## config.mk

```make
export PLATFORM = sky130hd
export DESIGN_NAME = top_key_arb
export DESIGN_NICKNAME = d
export VERILOG_FILES = /design/src/rtl/top_pkg.sv /design/src/rtl/top_rr_pick.sv /design/src/rtl/top_key_arb.sv
export SDC_FILE = /design/constraint.sdc
export NUM_CORES = 1
export LEC_CHECK = 0
export ABC_AREA = 1
export CORE_ASPECT_RATIO = 0.9
export CORE_MARGIN = 3
export CORE_UTILIZATION = 45
export CTS_BUF_LIST = sky130_fd_sc_hd__clkbuf_8 sky130_fd_sc_hd__clkbuf_16
export CTS_CLUSTER_SIZE = 25
export DETAILED_ROUTE_END_ITERATION = 10
export PLACE_DENSITY = 0.8
export REMOVE_ABC_BUFFERS = 1
export SYNTH_ARGS = -nofsm -noshare
export SYNTH_HDL_FRONTEND = slang
export SYNTH_SLANG_ARGS = --single-unit
```

## constraint.sdc

```tcl
create_clock -name main_clk_i -period 2.45 [get_ports main_clk_i]
set_input_delay 0.49 -clock main_clk_i [delete_from_list [all_inputs] [get_ports main_clk_i]]
set_output_delay 0.49 -clock main_clk_i [all_outputs]
set_load 0.02 [all_outputs]
```

## src/rtl/top_pkg.sv

```systemverilog
// rtl/top_pkg.sv - shared types and constants for the key stream arbiter
package top_pkg;

  typedef logic [8:0] key_data_t;

  // Bit of a key beat that marks the final beat of a message
  localparam int key_last_idx = 8;

  typedef enum logic {
    IDLE = 1'b0,
    LOCK = 1'b1
  } key_arb_state_t;

endpackage

```

## src/rtl/top_rr_pick.sv

```systemverilog
// rtl/top_rr_pick.sv - combinational round-robin picker starting at a pointer
module top_rr_pick #(
  parameter int num_req_p = 4,
  parameter int idx_w_p   = 2
) (
  input  logic [num_req_p-1:0] i_req,
  input  logic [idx_w_p-1:0]   i_ptr,
  output logic [num_req_p-1:0] o_grant,
  output logic [idx_w_p-1:0]   o_idx,
  output logic                 o_any
);

  // One extra bit so ptr + offset never overflows before the wrap
  localparam logic [idx_w_p:0] c_n = (idx_w_p + 1)'(num_req_p);

  logic [idx_w_p:0] w_sum;

  // Scan ptr, ptr+1, ... modulo num_req_p and keep the first requester found
  always_comb begin
    o_grant = '0;
    o_idx   = '0;
    o_any   = 1'b0;
    w_sum   = '0;
    for (int k = 0; k < num_req_p; k++) begin
      w_sum = {1'b0, i_ptr} + (idx_w_p + 1)'(k);
      if (w_sum >= c_n) begin
        w_sum = w_sum - c_n;
      end
      if (!o_any && i_req[w_sum[idx_w_p-1:0]]) begin
        o_any = 1'b1;
        o_idx = w_sum[idx_w_p-1:0];
      end
    end
    if (o_any) begin
      o_grant[o_idx] = 1'b1;
    end
  end

endmodule

```

## src/rtl/top_key_arb.sv

```systemverilog
// rtl/top_key_arb.sv - round-robin message arbiter feeding the single key stream
module top_key_arb
  import top_pkg::*;
#(
  parameter int num_req_p   = 4,
  parameter int max_beats_p = 16
) (
  input  logic                 main_clk_i,
  input  logic                 main_rst_i,
  input  logic [num_req_p-1:0] req_valid_i,
  output logic [num_req_p-1:0] req_accept_o,
  input  logic [8:0]           req_data_i [0:num_req_p-1],
  output logic                 key_valid_o,
  input  logic                 key_accept_i,
  output logic [8:0]           key_data_o,
  output logic [num_req_p-1:0] grant_o,
  output logic                 busy_o,
  output logic                 forced_release_o
);

  localparam int idx_w = (num_req_p > 1) ? $clog2(num_req_p) : 1;
  localparam int cnt_w = (max_beats_p > 0) ? $clog2(max_beats_p + 1) : 1;

  localparam logic [cnt_w:0]   c_limit    = (cnt_w + 1)'(max_beats_p);
  localparam logic [idx_w-1:0] c_last_idx = idx_w'(num_req_p - 1);
  localparam logic [cnt_w-1:0] c_cnt_max  = '1;

  key_arb_state_t       r_state;
  logic [idx_w-1:0]     r_idx;
  logic [idx_w-1:0]     r_ptr;
  logic [num_req_p-1:0] r_grant;
  logic [cnt_w-1:0]     r_beat_cnt;
  logic                 r_key_valid;
  key_data_t            r_key_data;
  logic                 r_forced;

  logic [num_req_p-1:0] w_pick_grant;
  logic [idx_w-1:0]     w_pick_idx;
  logic                 w_pick_any;
  logic                 w_can_load;
  logic [num_req_p-1:0] w_accept;
  logic                 w_up;
  key_data_t            w_beat;
  logic                 w_at_limit;
  logic                 w_end;
  logic                 w_forced;
  logic [idx_w-1:0]     w_next_ptr;

  top_rr_pick #(
    .num_req_p (num_req_p),
    .idx_w_p   (idx_w)
  ) u_pick (
    .i_req   (req_valid_i),
    .i_ptr   (r_ptr),
    .o_grant (w_pick_grant),
    .o_idx   (w_pick_idx),
    .o_any   (w_pick_any)
  );

  // The output register can take a beat when empty or when it drains this cycle
  assign w_can_load = !r_key_valid || key_accept_i;

  // Only the owner may move a beat, and only while the output stage has room
  always_comb begin
    w_accept = '0;
    if (!main_rst_i && (r_state == LOCK) && w_can_load) begin
      w_accept = r_grant & req_valid_i;
    end
  end

  assign w_up       = |w_accept;
  assign w_beat     = req_data_i[r_idx];
  assign w_at_limit = (max_beats_p != 0) && (({1'b0, r_beat_cnt} + 1'b1) == c_limit);
  assign w_end      = w_up && (w_beat[key_last_idx] || w_at_limit);
  assign w_forced   = w_up && w_at_limit && !w_beat[key_last_idx];
  assign w_next_ptr = (r_idx == c_last_idx) ? '0 : r_idx + 1'b1;

  // Arbitration FSM: pick in IDLE, hold the owner for a whole message in LOCK
  always_ff @(posedge main_clk_i) begin
    if (main_rst_i) begin
      r_state    <= IDLE;
      r_idx      <= '0;
      r_ptr      <= '0;
      r_grant    <= '0;
      r_beat_cnt <= '0;
    end else begin
      case (r_state)
        IDLE: begin
          if (w_pick_any) begin
            r_state    <= LOCK;
            r_idx      <= w_pick_idx;
            r_grant    <= w_pick_grant;
            r_beat_cnt <= '0;
          end
        end
        LOCK: begin
          if (w_up) begin
            if (w_end) begin
              r_state    <= IDLE;
              r_grant    <= '0;
              r_ptr      <= w_next_ptr;
              r_beat_cnt <= '0;
            end else if (r_beat_cnt != c_cnt_max) begin
              r_beat_cnt <= r_beat_cnt + 1'b1;
            end
          end
        end
        default: begin
          r_state <= IDLE;
        end
      endcase
    end
  end

  // Output stage: load on upstream transfer, empty on a drain without a load
  always_ff @(posedge main_clk_i) begin
    if (main_rst_i) begin
      r_key_valid <= 1'b0;
      r_key_data  <= '0;
      r_forced    <= 1'b0;
    end else begin
      r_forced <= w_forced;
      if (w_up) begin
        r_key_valid <= 1'b1;
        r_key_data  <= w_beat;
        if (w_forced) begin
          r_key_data[key_last_idx] <= 1'b1;
        end
      end else if (r_key_valid && key_accept_i) begin
        r_key_valid <= 1'b0;
        r_key_data  <= '0;
      end
    end
  end

  assign req_accept_o     = w_accept;
  assign key_valid_o      = r_key_valid;
  assign key_data_o       = r_key_data;
  assign grant_o          = r_grant;
  assign busy_o           = (r_state == LOCK) || r_key_valid;
  assign forced_release_o = r_forced;

endmodule

```

### Yosys cells after proc, flatten, opt, wreduce, memory -nomap -nowiden

Cells that the tools add are included.

| storage, ports and cells | value |
|---|---|
| register bits after elaboration | 25 |
| logic and storage cells | 109 |

| operators by class | value |
|---|---|
| add/subtract/negate cells | 10 |
| $lt $le $gt $ge | 11 |
| equality and inequality tests | 7 |
| muxes and demuxes | 45 |
| bitwise gates (word level) | 3 |
| reductions and logical operators | 25 |

Operators with widths:

| cell | number |
|---|---|
| 9-bit two-way mux | 4 |
| 5-bit two-way mux | 4 |
| 9-bit binary-select mux with 2-bit select | 1 |
| 2-bit two-way mux | 9 |
| 4-bit two-way mux | 4 |
| 2-bit by 3-bit < comparator with 1-bit output, second input constant | 5 |
| 1-bit two-way mux | 15 |
| 3-bit >= comparator, second input constant | 4 |
| 1-bit logical AND | 10 |
| 5-bit one-hot mux with 2 select lines | 1 |
| 3-bit AND reduction | 3 |
| 1-bit binary-select mux with 2-bit select | 4 |
| 4-bit one-hot mux with 2 select lines | 1 |
| 2-bit by 1-bit subtractor with 2-bit output, second input constant | 4 |
| 2-bit by 2-bit adder with 3-bit output, second input constant | 2 |
| 5-bit by 1-bit adder with 6-bit output, second input constant | 1 |
| 6-bit by 5-bit == test with 1-bit output, second input constant | 1 |
| 1-bit zero test | 6 |
| 2-bit by 1-bit != test with 1-bit output, second input constant | 3 |
| 5-bit by 1-bit adder with 5-bit output, second input constant | 1 |
| 5-bit != test, second input constant | 1 |
| 4-bit AND | 1 |
| 4-bit OR reduction | 1 |
| 2-bit by 1-bit adder with 3-bit output, second input constant | 1 |
| 12 further kinds | 14 |

### Depth between registers and ports, before layout

| depth | value |
|---|---|
| word-level depth | 20 |
| gate-level depth with buffers | 14 |
| gate-level depth less buffers | 13 |

### By module

A second synthesis with hierarchy kept.

| unflattened totals | value |
|---|---|
| cells, all modules | 287 |
| area total of the unflattened synthesis | 1,865.5 µm² |

By module, submodules not included:

| module | instances | cells an instance | area each (µm²) | seq. area each (µm²) |
|---|---|---|---|---|
| top_key_arb | 1 | 217 | 1,478.9 | 500.5 |
| top_rr_pick | 1 | 70 | 386.6 | 0.0 |

### Least setup slack after synthesis

Ideal clock, no wire load.

| path | value |
|---|---|
| path kind | register -> register |
| from | register r_beat_cnt[0] |
| to | register r_beat_cnt[0] |
| library setup time | 0.112 ns |
| arrival time | 1.693 ns |
| required time | 2.338 ns |
| setup slack | 0.646 ns |
| cell stages (with the launch flop) | 15 |
| buffers on the path | 1 |
| clock period less this slack | 1.804 ns |
| cells stage by stage | dfxtp_1 > ha_1 > nand2_1 > nor2_1 > ha_1 > nand3_1 > nor2_1 > nand2_1 > nand2_1 > nand2_4 > buf_4 > nand3b_1 > nand3_1 > nand2_1 > nor2_1 |

| between the ends | value |
|---|---|
| word-level cells in the longest chain between the ends | 7 |
| elaborated cells on any way between the ends | 12 |
| those cells by class | 2 x add/sub; 3 x eq/ne; 4 x mux; 3 x reduce/logical |

Ends and longest elaborated chain:

| what | RTL line | source |
|---|---|---|
| start, declared | top_key_arb.sv:32 | `logic [cnt_w-1:0] r_beat_cnt;` |
| start signal, assigned | top_key_arb.sv:104 | `r_beat_cnt <= r_beat_cnt + 1'b1;` |
| 5-bit by 1-bit adder with 6-bit output | top_key_arb.sv:73 | `assign w_at_limit = (max_beats_p != 0) && (({1'b0, r_beat_cnt} + 1'b1) == c_limit);` |
| 6-bit by 5-bit == test with 1-bit output | top_key_arb.sv:73 |  |
| 1-bit logical OR | top_key_arb.sv:74 | `assign w_end = w_up && (w_beat[key_last_idx] \|\| w_at_limit);` |
| 1-bit logical AND | top_key_arb.sv:74 |  |
| 5-bit two-way mux | top_key_arb.sv:98 | `if (w_end) begin` |
| 5-bit two-way mux | top_key_arb.sv:97 | `if (w_up) begin` |
| 5-bit one-hot mux with 2 select lines | top_key_arb.sv:87 | `case (r_state)` |

Several ways; a longest one is shown, not always the timed one. The select of a mux whose other input is x is not followed.
A chain may end at the register's enable or synchronous reset.

### Worst setup path in the final report

| path | value |
|---|---|
| from | input main_rst_i |
| to | output req_accept_o[1] |

| between the ends | value |
|---|---|
| word-level cells in the longest chain between the ends | 4 |

Ends and longest elaborated chain:

| what | RTL line | source |
|---|---|---|
| start, declared | top_key_arb.sv:9 | `input logic main_rst_i,` |
| 1-bit zero test | top_key_arb.sv:66 | `if (!main_rst_i && (r_state == LOCK) && w_can_load) begin` |
| 1-bit logical AND (2 in a row) | top_key_arb.sv:66 |  |
| 4-bit two-way mux | top_key_arb.sv:66 |  |
| end, declared | top_key_arb.sv:11 | `output logic [num_req_p-1:0] req_accept_o,` |

Every way passes these cells.

==> flow_metrics.tcl <==
set metrics [dict create \
    arrival_ns 1.73 \
    final_common_cell "nand2_1" \
    power_frac_comb_pct 36.0 \
    drt-initial-drc-count 83 \
    post-route-period-util_pct 90.76 \
    finalClockSkew_ns 0.008095 \
    core_um2 3553 \
    synth_top_area_share_pct 28.53 \
    placed_area_um2 2425 \
    fillers 319 \
    track_usage_pct 20.77 \
    rsz0062_at_grt "false" \
    syn_inst 267 \
    synthesis.area_um2 1754 \
    fp.dieH_um 65.23 \
    worst_pin_slew_ns 0.3924 \
    p_int_uw 735.9 \
    worst_ep_required_time_ns 1.96 \
    total_power_mw 1.111 \
    max-cap-violations 0 \
    clk_pin_slew_worst_paths_ns 0.09 \
    grt_pass1_wl_um 7907 \
    dieArea_um2 4684 \
    drive_above_1_share_pct 14.50 \
    die_w_um 71.81 \
    cts_max_path_buffers 2 \
    vias 1904 \
    drt-pass1-iter-count 4 \
    power-per-cell-area_nw_per_um2 450.0 \
    rows 20 \
    routedWlPerCell_um 12.51 \
    area_growth_pct 40.73 \
    gp_congestion 0.8574 \
    ir_drop_mv 0.2894 \
    antenna_left 0 \
    min_path_type "flip-flop to flip-flop" \
    slew_headroom_pct 73.80 \
    wirelength_um 4691 \
    postLayoutCellArea_um2 2469 \
    yosys_warnings 0 \
    via_per_inst 5.077 \
    route.detailed.drc 0 \
    power_frac_seq_pct 41.6 \
    ctsResizeCount 4 \
    clockRootBuffer "clkbuf_8" \
    grt_pass1_vias 1741 \
    antennaDiodeCount 0 \
    antenna_found_initial 0 \
    setup-violations-final 0 \
    holdWs_ns 0.4690 \
    syn_avg_cell_area_um2 6.570 \
    synth_area_leader_cell "dfxtp_1" \
    postCtsSetupRepairBufs 0 \
    async_reset_ff_share_pct 0 \
    clock_latency_ns 0.27 \
    crit_fanout 4 \
    cts_num_sinks 25 \
    cts_tree "built" \
    dp_hpwl_um 3645 \
    power_frac_clock_pct 22.4 \
    postCtsHoldBufs 0 \
    p_leak_nw 1.097 \
    power_switching_uw 375.1 \
    ys_ff_latch 25 \
    mostFrequentLayoutCells "nand2_1, clkdlybuf4s50_1, nor2_1, dfxtp_1, nand3_1" \
    synth-main-ff-cell "dfxtp_1" \
    hold_viol 0 \
    htree_levels 1 \
    ys_top_cells_by_area "dfxtp_1, nand2_1, nor2_1" \
    nets 379 \
    synth_edf_count 0 \
    fmax_ghz 0.4497 \
    crit_path_end_kind "output port" \
    grt.overflow.total 0 \
    synth_cell_types 31 \
    io_buffers 62 \
    startpoint_type "input port" \
    p_sw_share_pct 33.76 \
    crit_type "input port to output port" \
    cts_inserted_buffers 3 \
    grt_start_max_net_pins 22 \
    drv_slew 0 \
    pin_count 63 \
    layout_min_cycle_time_ns 2.224 \
    start_util_pct 49.37 \
    ys_seq_area_share_pct 28.53 \
    status "finished clean" \
]
[logic make-up (layout without fill, tap and decap cells)]
logic type | Yosys count | in the layout | synth area share (%)
and+or+nand+nor | 155 | 155 | 41.87
AOI/OAI and AO/OA | 47 | 47 | 16.98
buffers and inverters | 35 | 99 | 9.272
DFF | 25 | 25 | 28.53
adders and majority gates | 4 | 4 | 2.853
xor gates and xnor gates | 1 | 1 | 0.4994
[cells in the mapped netlist (2+ instances only)]
library cell,number
inv_2,8
nor2_4,2
buf_4,2
o21ai_0,19
inv_1,16
nand2_1,68
a32o_1,6
ha_1,4
nand4_1,2
nand3_1,22
nor2_1,40
o21ai_2,2
dfxtp_1,25
a21oi_1,8
o22ai_1,8
nand2_2,10
a21oi_2,4
buf_6,2
nand2_4,3
clkbuf_1,4
nand3_2,2
[layout make-up]
| type | count | area [um^2] | share of cell area, % |
|---|---|---|---|
| inverters | 26 | 105.1 | 4.257 |
| repair buffers | 69 | 668.1 | 27.07 |
| flip-flops and latches | 25 | 500.5 | 20.27 |
| multi-input cells | 207 | 1091 | 44.20 |
| clock inverters | 1 | 7.507 | 0.3041 |
| well taps | 44 | 55.05 | 2.230 |
| clock buffers | 3 | 41.29 | 1.673 |
[per-layer routing]
layer	part of all wire [%]	global-route usage (%)	vias to the layer above
met5	0	0	-
met4	0.66	5.399	0
met3	4.3	4.434	4
met2	48	34.17	33
met1	47	27.52	862
li1	-	-	1005
[path summary, 6_finish.rpt]
path | startpoint | to | slack, ns | cells past startpoint
worst max-delay path | main_rst_i | req_accept_o[1] | 0.23 | 7
worst min-delay path | key_data_o[8]$_SDFFE_PP0P_ | key_data_o[8]$_SDFFE_PP0P_ | 0.47 | 2
worst max register to register | r_beat_cnt[0]$_SDFFE_PP0P_ | r_beat_cnt[2]$_SDFFE_PP0P_ | 0.39 | 13
worst min register to register | key_data_o[8]$_SDFFE_PP0P_ | key_data_o[8]$_SDFFE_PP0P_ | 0.47 | 2
[worst max-delay path: stages]
cell             delay [ns]
clkdlybuf4s50_1        0.48
inv_6                  0.08
nand2_2                0.06
nor2_4                 0.11
inv_1                  0.08
nor2_1                 0.09
dlygate4sd2_1          0.34
[power groups by stage]
| stage | registers (mW) | clock network, mW | logic, mW |
|---|---|---|---|
| after floorplan | 0.494 | 0 | 0.207 |
| after global placement | 0.471 | 0 | 0.395 |
| after detailed placement | 0.472 | 0 | 0.401 |
| after CTS | 0.463 | 0.256 | 0.402 |
| after global routing | 0.467 | 0.271 | 0.448 |
| final | 0.463 | 0.249 | 0.400 |
[metrics by stage]
stage          std cells  TNS (ns)  util, %  setup WS, ns
6_report             375         0    69.47        0.2263
4_1_cts              375         0    69.47        0.2136
3_3_place_gp         371  -0.08224    68.24      -0.02229
3_5_place_dp         371   -0.1882    68.24      -0.06368
2_1_floorplan        258         0        -        0.6154
5_1_grt              375         0    69.47        0.1341
[flip-flops by register name, summed over array words and instances (netlist names)]
| name | cells |
|---|---|
| forced_release_o | 1 |
| grant_o | 4 |
| key_data_o | 9 |
| r_ptr | 2 |
| r_state | 1 |
| r_idx | 2 |
| r_beat_cnt | 5 |
| key_valid_o | 1 |
Note: power is estimated with default switching activity, not from simulation.
